<file path="src/rtl/fsk_word_deframer.sv">
// Serial-to-parallel deframer for the FSK receive path: hunts for a sync byte, then emits
// WORDS 9-bit words with an even-parity verdict; abandons the frame if bits stall too long.
module fsk_word_deframer #(
    parameter logic [7:0] SYNC    = 8'b01111110,
    parameter int         WORDS   = 4,
    parameter int         TIMEOUT = 64
) (
    input  logic       clk,
    input  logic       reset,
    input  logic       bit_in,
    input  logic       bit_valid,
    output logic [8:0] dataout,
    output logic       word_valid,
    output logic       parity_err,
    output logic       sync_lock,
    output logic       frame_err
);

    typedef enum logic {HUNT, PAYLOAD} state_t;

    state_t     state;
    logic [7:0] sh;
    logic [7:0] wreg;
    logic [3:0] bit_cnt;
    logic [3:0] word_cnt;
    logic [7:0] tcnt;

    logic [7:0] sh_next;
    logic [8:0] word_next;

    assign sh_next   = {sh[6:0], bit_in};
    assign word_next = {wreg, bit_in};

    always_ff @(posedge clk or posedge reset) begin
        if (reset) begin
            state      <= HUNT;
            sh         <= 8'h00;
            wreg       <= 8'h00;
            bit_cnt    <= 4'd0;
            word_cnt   <= 4'd0;
            tcnt       <= 8'd0;
            dataout    <= 9'h000;
            word_valid <= 1'b0;
            parity_err <= 1'b0;
            sync_lock  <= 1'b0;
            frame_err  <= 1'b0;
        end else begin
            word_valid <= 1'b0;
            frame_err  <= 1'b0;
            unique case (state)
                HUNT: begin
                    tcnt <= 8'd0;
                    if (bit_valid) begin
                        sh <= sh_next;
                        if (sh_next == SYNC) begin
                            state     <= PAYLOAD;
                            sync_lock <= 1'b1;
                            bit_cnt   <= 4'd0;
                            word_cnt  <= 4'd0;
                        end
                    end
                end
                PAYLOAD: begin
                    // An arriving bit always wins over an expiring timeout.
                    if (bit_valid) begin
                        tcnt <= 8'd0;
                        wreg <= word_next[7:0];
                        if (bit_cnt == 4'd8) begin
                            dataout    <= word_next;
                            parity_err <= ^word_next;
                            word_valid <= 1'b1;
                            bit_cnt    <= 4'd0;
                            if (word_cnt == 4'(WORDS - 1)) begin
                                // Clearing sh forces a fresh full sync for the next frame.
                                state     <= HUNT;
                                sync_lock <= 1'b0;
                                sh        <= 8'h00;
                                word_cnt  <= 4'd0;
                            end else begin
                                word_cnt <= word_cnt + 4'd1;
                            end
                        end else begin
                            bit_cnt <= bit_cnt + 4'd1;
                        end
                    end else if (tcnt == 8'(TIMEOUT - 1)) begin
                        state     <= HUNT;
                        sync_lock <= 1'b0;
                        sh        <= 8'h00;
                        frame_err <= 1'b1;
                        tcnt      <= 8'd0;
                    end else begin
                        tcnt <= tcnt + 8'd1;
                    end
                end
                default: state <= HUNT;
            endcase
        end
    end

endmodule
</file>
<file path="config.mk">
export PLATFORM = sky130hd
export DESIGN_NAME = fsk_word_deframer
export DESIGN_NICKNAME = d
export VERILOG_FILES = /design/src/rtl/fsk_word_deframer.sv
export SDC_FILE = /design/constraint.sdc
export NUM_CORES = 1
export LEC_CHECK = 0
export BUFFER_PORTS_ARGS = -buffer_cell sky130_fd_sc_hd__clkbuf_2
export CORE_UTILIZATION = 55
export DETAILED_ROUTE_END_ITERATION = 10
export MAX_ROUTING_LAYER = met4
export PLACE_DENSITY = 0.82
export RECOVER_POWER = 100
export SYNTH_ARGS = -nofsm -noshare
export SYNTH_HDL_FRONTEND = slang
export SYNTH_SLANG_ARGS = --single-unit
</file>
<file path="constraint.sdc">
create_clock -name clk -period 4.9 [get_ports clk]
set_input_delay 0.735 -clock clk [delete_from_list [all_inputs] [get_ports clk]]
set_output_delay 0.735 -clock clk [all_outputs]
set_load 0.01 [all_outputs]
</file>
==> metrics.csv, run 1 <==
metric;value;unit
routed_via_density;5.46;
grt_remaining_overflow;0;
routed_wl;3730;µm
syn_inst;188;
final.setup_skew;0.0167;ns
fp.dieH;64.1;µm
maxCapViolations;1;
die_area;4110;µm²
coreArea;3690;µm²
leakage;1.12;nW
arrival;2.50;ns
clk_latency;0.31;ns
synth_area_per_cell;11.3;µm²
grt_pass1_wl;6400;µm
areaGrowthSynthToFinish;9.85;%
ir_worst_vdd;252;µV
worst_pin_slew;2.30;ns
cts_root_buffer;clkbuf_8;
cts_tree;yes;
synth_area;2120;µm²
grt_pass1_vias;1385;
ys_warn_count;0;
place_hpwl;2480;µm
slew_viol_final;46;
post_cts_buffers;0;
whs;0.489;ns
yosys_register_bits;45;
drt_first_pass_iters;4;
detail_route.wl_per_cell;14.6;µm
power_density;470;nW/µm²
ys_seq_area_share;53.1;%
synth_top_flop_cell;dfrtp_1;
synth_top_area_share;53.1;%
synth_edf_count;0;
startpoint_type;primary input;
worst_hold_path_type;flip-flop to flip-flop;
drive_above_1_share;14.5;%
setup_tns;0;ns
clkSinkCount;45;
clk_path_buf_depth;2;
gp_congestion;0.720;
period_needed;2.57;ns
rsz0062_at_grt;false;
die_x;64.1;µm
drc;0;
cts_hold_buf;0;
synth_top_area_cell;dfrtp_1;
cts_resized;0;
crit_type;primary input to asynchronous set/reset pin;
rows;22;
syn_nets;196;
endpoint_kind;asynchronous set/reset pin;
antenna_left;0;
path_max_fanout;45;
io_pins;17;
outcome;finished with violations;
hold_viol;0;
n_antenna_cell;0;
drt_iter0_markers;95;
gr-usage-all-layers;21.3;%
synthDistinctLibCells;43;
maxSlewHeadroom;-53.3;%
required;4.84;ns
clkTransAtPathRegs;0.08;ns
fin_nets;214;
final_util;63.2;%
vias;1392;
synth_area_leaders;dfrtp_1 (53%), nand2_1 (5.8%), mux2_4 (5.0%), mux2_2 (4.2%), xnor2_1 (2.5%);
h-tree-depth;2;
grt_max_degree;46;
start_util;57.5;%
fmax;390;MHz
numCtsBuffers;5;
post-route-period-util;52.4;%
violations;capacitance limit, slew limit;
fill_cells;300;
async_reset_ff_share;100;%
finalSetupViolCount;0;
antenna_found_initial;0;
numPortBuffers;16;
-- synth_stat cells, types with 2 or more instances --
library cell,count
dfrtp_1,45
buf_2,2
a21o_1,3
nor2b_1,2
nand3_1,5
and2b_1,5
mux2_4,7
ha_1,4
nor3_1,4
mux2_2,8
o21ai_0,5
inv_1,6
nand4_1,3
nor2_1,12
clkbuf_1,3
xnor2_1,6
nand2_1,33
a22o_1,3
and2_1,2
nor3b_1,2
xor2_1,6
-- worst max-delay path, stage by stage --
cell and delay [ns]:
clkbuf_2 0.08, clkinv_1 0.03, clkbuf_1 1.62
-- area by class of cell --
type / count / area, µm² / share of cell area [%]
timing repair buffer: 17 / 66.3 / 2.84
multi-input combinational: 130 / 915 / 39.2
tap: 48 / 60.1 / 2.58
sequential: 45 / 1130 / 48.3
clock inverter: 3 / 68.8 / 2.95
inverter: 7 / 26.3 / 1.13
clock buffer: 5 / 68.8 / 2.95
-- routing by layer --
metal	part of all wire, %	vias to the layer above	GRT usage [%]
li1	-	673	-
met1	48	701	27.1
met2	48	14	32.8
met3	3.0	4	6.25
met4	0.91	0	6.94
met5	0	-	-
-- cell families (layout without fill, tap and decap cells) --
family / Yosys count / after routing / synth area share (%)
AND/OR/NAND/NOR: 78 / 78 / 19.3
multiplexers: 15 / 15 / 9.20
AO/OA/AOI/OAI: 20 / 20 / 7.61
flip-flops: 45 / 45 / 53.1
XOR/XNOR: 13 / 13 / 6.01
adder cells (fa/ha/maj): 4 / 4 / 2.36
buffers and inverters: 13 / 32 / 2.42
-- registers in the layout, indices dropped and copies added (netlist names), 4 cells and up --
register and cells:
dataout 9, sh 7, word_cnt 4, bit_cnt 4, tcnt 8, wreg 8
-- cells in the final DEF, fill, tap and decap left out, types with 2 or more instances in the layout --
| master | Yosys | routed |
|---|---|---|
| xnor2_1 | 6 | 6 |
| nand2_1 | 33 | 33 |
| nor2b_1 | 2 | 2 |
| nand3_1 | 5 | 6 |
| clkbuf_1 | 3 | 15 |
| a21o_1 | 3 | 3 |
| clkbuf_2 | 0 | 2 |
| nand4_1 | 3 | 3 |
| xor2_1 | 6 | 6 |
| and2b_1 | 5 | 5 |
| a22o_1 | 3 | 3 |
| ha_1 | 4 | 4 |
| mux2_4 | 7 | 6 |
| bufinv_16 | 0 | 2 |
| nor3_1 | 4 | 4 |
| nor2_1 | 12 | 12 |
| inv_1 | 6 | 5 |
| dfrtp_1 | 45 | 45 |
| o21ai_0 | 5 | 5 |
| nor3b_1 | 2 | 2 |
| clkbuf_8 | 0 | 5 |
| mux2_2 | 8 | 9 |
-- path summary, 6_finish.rpt --
path | start | end | slack (ns) | depth (start not counted)
max | reset | wreg[4] | 2.33 | 3
min | dataout[4] | dataout[4] | 0.49 | 2
max reg2reg | state | sh[6] | 2.43 | 3
min reg2reg | dataout[4] | dataout[4] | 0.49 | 2
max in group clk | state | sh[6] | 2.43 | 3
min in group asynchronous | reset | tcnt[3] | 1.23 | 3
-- where the power goes --
group / switching (W) / internal (W) / leakage [nW]
Combinational: 0.000109 / 0.000135 / 0.451
Sequential: 0.0000729 / 0.000441 / 0.604
Clock: 0.000132 / 0.000205 / 0.0687
-- through the flow --
step	cell area [µm²]	cells	worst slack [ns]	power, W
floorplan	2120	188	3.11	0.000710
global placement	2240	247	2.69	0.000759
detailed placement	2240	247	2.64	0.000773
CTS	2380	255	2.84	0.00111
global route	2330	255	1.88	0.00115
finish	2330	255	2.33	0.00110
Power figures use the tool's default switching activity.
==> run 2: changes to the inputs <==
--- a/config.mk
+++ b/config.mk
@@ -5,11 +5,12 @@
 export SDC_FILE = /design/constraint.sdc
 export NUM_CORES = 1
 export LEC_CHECK = 0
+export ABC_AREA = 1
 export BUFFER_PORTS_ARGS = -buffer_cell sky130_fd_sc_hd__clkbuf_2
-export CORE_UTILIZATION = 55
+export CORE_UTILIZATION = 53
 export DETAILED_ROUTE_END_ITERATION = 10
 export MAX_ROUTING_LAYER = met4
-export PLACE_DENSITY = 0.82
+export PLACE_DENSITY = 0.83
 export RECOVER_POWER = 100
 export SYNTH_ARGS = -nofsm -noshare
 export SYNTH_HDL_FRONTEND = slang
==> constraint.sdc (replaced) <==
create_clock -name clk -period 2.3 [get_ports clk]
set_input_delay 0.345 -clock clk [delete_from_list [all_inputs] [get_ports clk]]
set_output_delay 0.345 -clock clk [all_outputs]
set_load 0.01 [all_outputs]
==> metrics.csv, run 2 <==
metric;value;unit;change
numPortBuffers;16;;unchanged
die_x;66.1;µm;+3.1%
final_common_cell;nand2_1;;
leakage;1.14;nW;+1.4%
critical_path_buf_inv_count;0;;-3
numCtsBuffers;5;;unchanged
period_needed;1.67;ns;
setup_slack;0.625;ns;-1.71 ns
ir_worst_vdd;462;µV;+83%
required;2.48;ns;-2.36 ns
min_from;bit_in;;
yosys_register_bits;45;;unchanged
fmax;597;MHz;
arrival;1.86;ns;-0.64 ns
synth_top_area_share;51.8;%;-1.3 points
startpoint_type;flip-flop;;
synth_area_per_cell;8.77;µm²;-22%
synth_area;2180;µm²;+2.5%
areaGrowthSynthToFinish;7.36;%;
maxCapViolations;0;;-1
path_max_fanout;14;;-69%
ys_top_cells_by_count;nand2_1 (74), dfrtp_1 (45), inv_1 (24);;
cts_hold_buf;1;;+1
rsz0062_at_grt;false;;
ys_seq_area_share;51.8;%;-1.3 points
cts_root_buffer;clkbuf_8;;
drive_above_1_share;9.33;%;-5.2 points
antenna_left;0;;unchanged
syn_inst;248;;+32%
hold_viol;0;;unchanged
synth_area_leaders;dfrtp_1 (52%), nand2_1 (13%), o21ai_0 (4.6%), inv_1 (4.1%), nor2_1 (3.3%);;
outcome;complete, no violations;;
io_pins;17;;unchanged
synth_top_area_cell;dfrtp_1;;
r2r_setup_slack;0.63;ns;-1.80 ns
crit_type;flip-flop to flip-flop;;
clk_latency;0.30;ns;about the same
maxSlewHeadroom;45.7;%;+99 points
drt_first_pass_iters;4;;unchanged
slowest_stage;dfrtp_1;;
r2r.worst_path.cells;8;;+5
post_cts_buffers;0;;unchanged
slew_viol_final;0;;-100%
async_reset_ff_share;100;%;unchanged
drc;0;;unchanged
largestRegisters;dataout (9), tcnt (8), wreg (8);;
pre_cts_ws;0.772;ns;-1.86 ns
synth_most_common_cell;nand2_1;;
min_to;sh[0];;
gr-usage-all-layers;21.3;%;about the same
largest_register_ffs;9;;unchanged
final.setup_skew;0.00941;ns;-0.00732 ns
vias;1603;;+15%
rr_startpoint;tcnt[0];;
grt_pass1_wl;6600;µm;+3.2%
n_antenna_cell;0;;unchanged
grt_remaining_overflow;0;;unchanged
fp.dieH;66.1;µm;+3.1%
power_density;661;nW/µm²;+41%
coreArea;3800;µm²;+3.0%
gp_congestion;0.770;;+6.9%
top_register;dataout;;
rows;22;;unchanged
fin_nets;276;;+29%
final_cell_mix;nand2_1 (78), dfrtp_1 (45), inv_1 (25);;
clk_path_buf_depth;2;;unchanged
worst_pin_slew;0.814;ns;-1.49 ns
place_hpwl;2740;µm;+10%
syn_nets;256;;+31%
synth_top_flop_cell;dfrtp_1;;
routed_wl;3800;µm;+1.8%
worst_hold_path_type;primary input to flip-flop;;
clkTransAtPathRegs;0.08;ns;about the same
antenna_found_initial;0;;unchanged
ys_warn_count;0;;unchanged
post-route-period-util;72.8;%;
whs_path_depth;3;;+1
critPathTopFamily;simple AND/OR/NAND/NOR gates;;
clkSinkCount;45;;unchanged
cts_tree;yes;;
endpoint_kind;flip-flop;;
routed_via_density;5.07;;-7.1%
die_area;4370;µm²;+6.2%
setup_tns;0;ns;unchanged
max_stage_delay;0.39;ns;-1.23 ns
h-tree-depth;2;;unchanged
reg2reg_to;sh[3];;
start_util;57.3;%;-0.25 points
cts_resized;0;;unchanged
synth_edf_count;0;;unchanged
grt_pass1_vias;1555;;+12%
detail_route.wl_per_cell;12.0;µm;-18%
crit_chain;ha_1 -> nand2_1 -> nor2_1 -> nand4_1 -> nand2_4 -> nand2_4 -> nand2_1 -> o21ai_0;;
drt_iter0_markers;122;;+28%
grt_max_degree;35;;-24%
synthDistinctLibCells;30;;-30%
finalSetupViolCount;0;;unchanged
run 2: cell count changes in the layout (fill, tap and decap cells not counted), sizes merged, moves of 4 or more:
| cell | previous run | this run |
|---|---|---|
| nor2 | 12 | 22 |
| xnor2 | 6 | 2 |
| o21ai | 5 | 27 |
| nand2 | 33 | 81 |
| and2b | 5 | 0 |
| inv | 7 | 28 |
| mux2 | 15 | 0 |
| nand3 | 6 | 15 |
run 2: layout make-up:
class                   instances  area [µm²]
multi-input cells             168         851
well taps                      48        60.1
fillers                       339        1460
flip-flops and latches         45        1130
repair buffers                 19        86.3
inverters                      29         109
clock inverters                 2        35.0
clock buffers                   5        68.8
run 2: tightest hold or removal path, stage by stage:
cell and delay, ns:
clkbuf_2 0.13, nand2_1 0.10, o21ai_2 0.06
run 2: per-layer routing:
metal  wire length [µm]  global-route usage, %  up-vias  share of wire, %
met3                 89                   5.86        7               2.3
met1               1660                   23.3      758                44
li1                   -                      -      821                 -
met4                 85                   7.98        0               2.2
met2               1960                   36.7       17                52
met5                  0                      -        -                 0
run 2: metrics by stage:
stage	hold slack [ns]	util, %	power (W)	area, µm²	std cells
final	0.363	61.5	0.00154	2340	316
after global routing	0.367	61.5	0.00162	2340	316
after CTS	0.368	63.2	0.00157	2400	316
after detailed placement	0.282	60.2	0.000998	2290	308
after global placement	0.273	60.2	0.000991	2290	308
after floorplan	0.433	-	0.000969	2180	248
run 2: cell families (layout without fill, tap and decap cells):
group	count (synthesis)	count (layout)	share of synthesized area, %
compound gates	33	33	9.26
xor+xnor	5	5	2.01
fa+ha+maj	4	4	2.30
buf+inv	35	55	6.96
flops	45	45	51.8
simple gates	126	126	27.7
run 2: where the power goes:
part / internal [W] / total, W / switching, W
Sequential: 0.000823 / 0.000851 / 0.0000281
Combinational: 0.0000464 / 0.000119 / 0.0000725
Clock: 0.000316 / 0.000575 / 0.000259
Total: 0.00119 / 0.00154 / 0.000360
run 2: how the worst max path moves through the flow:
stage	startpoint	to	slack, ns	cells past startpoint
floorplan	bit_cnt[0]	sh[1]	0.88	10
global placement	bit_valid	parity_err	0.78	8
detailed placement	bit_cnt[0]	sh[3]	0.77	9
CTS	bit_cnt[0]	sh[3]	0.75	9
global route	state	parity_err	0.40	7
finish	tcnt[0]	sh[3]	0.63	8
==> run 3: changes to the inputs <==
--- a/config.mk
+++ b/config.mk
@@ -7,10 +7,10 @@
 export LEC_CHECK = 0
 export ABC_AREA = 1
 export BUFFER_PORTS_ARGS = -buffer_cell sky130_fd_sc_hd__clkbuf_2
-export CORE_UTILIZATION = 53
+export CORE_UTILIZATION = 55
 export DETAILED_ROUTE_END_ITERATION = 10
 export MAX_ROUTING_LAYER = met4
-export PLACE_DENSITY = 0.83
+export PLACE_DENSITY = 0.82
 export RECOVER_POWER = 100
 export SYNTH_ARGS = -nofsm -noshare
 export SYNTH_HDL_FRONTEND = slang
==> constraint.sdc (replaced) <==
create_clock -name clk -period 1.71 [get_ports clk]
set_input_delay 0.2565 -clock clk [delete_from_list [all_inputs] [get_ports clk]]
set_output_delay 0.2565 -clock clk [all_outputs]
set_load 0.01 [all_outputs]
==> metrics.csv, run 3 (synthesis gave the netlist of run 2 again) <==
metric;value;unit;change
post-route-period-util;87.7;%;+15 points
worst_hold_path_type;primary input to flip-flop;;
antenna_left;0;;unchanged
path_common_cell;nand2_4;;
worst_pin_slew;0.664;ns;-0.150 ns
place_hpwl;2800;µm;+2.2%
cts_hold_buf;1;;unchanged
wl_met2;1980;µm;+0.97%
period_needed;1.50;ns;-0.175 ns
detail_route.wl_per_cell;12.1;µm;+0.65%
gr-usage-all-layers;21.1;%;-0.12 points
critical_path_buf_inv_count;0;;unchanged
path_max_fanout;14;;unchanged
cts_tree;yes;;
drt_first_pass_iters;4;;unchanged
setup_tns;0;ns;unchanged
areaGrowthSynthToFinish;9.49;%;
slew_viol_final;0;;unchanged
ir_worst_vdd;544;µV;+18%
arrival;1.68;ns;-0.18 ns
io_pins;17;;unchanged
drc;0;;unchanged
final_cell_mix;nand2_1 (78), dfrtp_1 (45), inv_1 (24), o21ai_0 (24), nor2_1 (19);;
clk_path_buf_depth;2;;unchanged
hold_viol;0;;unchanged
n_antenna_cell;0;;unchanged
numCtsBuffers;5;;unchanged
crit_chain;ha_1 -> nand2_2 -> nor2_4 -> nand4_4 -> nand2_4 -> nand2_4 -> nand2_1 -> o21ai_0;;
coreArea;3720;µm²;-2.2%
rr_startpoint;tcnt[0];;
largestRegisters;dataout (9), tcnt (8), wreg (8);;
slowest_stage;dfrtp_1;;
grt_pass1_wl;6570;µm;-0.53%
met3_length;89;µm;unchanged
setup_slack;0.210;ns;-0.415 ns
rsz0062_at_grt;false;;
die_x;64.9;µm;-1.8%
power_density;897;nW/µm²;+36%
fmax;667;MHz;+12%
clk_latency;0.30;ns;about the same
start_util;58.6;%;+1.3 points
place_inst;310;;+0.65%
fin_nets;278;;+0.72%
startpoint_type;flip-flop;;
grt_pass1_vias;1574;;+1.2%
min_from;bit_in;;
post_cts_buffers;0;;unchanged
fill_cells;316;;-6.8%
vias;1624;;+1.3%
cts_resized;0;;unchanged
leakage;1.16;nW;+2.2%
antenna_found_initial;0;;unchanged
finalSetupViolCount;0;;unchanged
h-tree-depth;2;;unchanged
required;1.89;ns;-0.59 ns
drive_above_1_share;10.7;%;+1.4 points
gp_congestion;0.785;;+2.1%
die_area;4210;µm²;-3.5%
dr.max_layer_used;met4;;
pre_cts_ws;0.193;ns;-0.580 ns
final_common_cell;nand2_1;;
multi_input_area;873;µm²;+2.6%
top_register;dataout;;
grt_max_degree;28;;-20%
final_cells;319;;+0.95%
routed_wl;3860;µm;+1.6%
endpoint_kind;flip-flop;;
final.setup_skew;0.00673;ns;-0.00268 ns
fp.dieH;64.9;µm;-1.8%
largest_register_ffs;9;;unchanged
drt_iter0_markers;104;;-15%
crit_type;flip-flop to flip-flop;;
maxCapViolations;0;;unchanged
rows;22;;unchanged
grt_remaining_overflow;0;;unchanged
wl_met1;1720;µm;+3.4%
register_area;1130;µm²;unchanged
maxSlewHeadroom;55.5;%;+9.7 points
outcome;complete, no violations;;
crit_start;tcnt[0];;
numPortBuffers;16;;unchanged
critPathTopFamily;simple AND/OR/NAND/NOR gates;;
clkSinkCount;45;;unchanged
max_stage_delay;0.38;ns;about the same
routed_via_density;5.09;;+0.36%
clkTransAtPathRegs;0.08;ns;about the same
cts_root_buffer;clkbuf_8;;
run 3: stage by stage:
stage / total power, W / utilization, % / hold slack, ns / instance area, µm²
floorplan: 0.00130 / - / 0.413 / 2180
global placement: 0.00134 / 62.3 / 0.288 / 2320
detailed placement: 0.00135 / 62.3 / 0.301 / 2320
CTS: 0.00217 / 65.7 / 0.278 / 2440
global route: 0.00221 / 64.1 / 0.298 / 2380
finish: 0.00214 / 64.1 / 0.278 / 2380
run 3: path summary, 6_finish.rpt:
| check | endpoint | depth (start not counted) | slack, ns |
|---|---|---|---|
| max in group asynchronous | dataout[0] | 4 | 0.26 |
| hold reg to reg | tcnt[0] | 1 | 0.46 |
| min in group asynchronous | tcnt[7] | 3 | 0.50 |
| setup reg to reg | sh[4] | 8 | 0.21 |
| setup / recovery | sh[4] | 8 | 0.21 |
| hold / removal | sh[0] | 3 | 0.28 |
run 3: metal layers:
layer / up-vias / GRT usage, %
li1: 827 / -
met1: 768 / 22.9
met3: 10 / 5.11
met4: 0 / 7.22
met2: 19 / 37.5
met5: - / -
run 3: power by group:
| group | internal (W) | switching, W | leakage (nW) |
|---|---|---|---|
| clock network | 0.000476 | 0.000352 | 0.0585 |
| registers | 0.00111 | 0.0000360 | 0.591 |
| logic | 0.0000632 | 0.000102 | 0.513 |
run 3: layout make-up:
class	instances	area share (%)
clock buffers	7	3.62
clock inverters	1	1.26
inverters	29	4.57
multi-input cells	168	36.7
flip-flops and latches	45	47.3
well taps	48	2.52
repair buffers	21	4.10
run 3: worst min-delay path, cell delays in order:
cell      delay, ns
clkbuf_2       0.13
nand2_1        0.10
o21ai_2        0.06
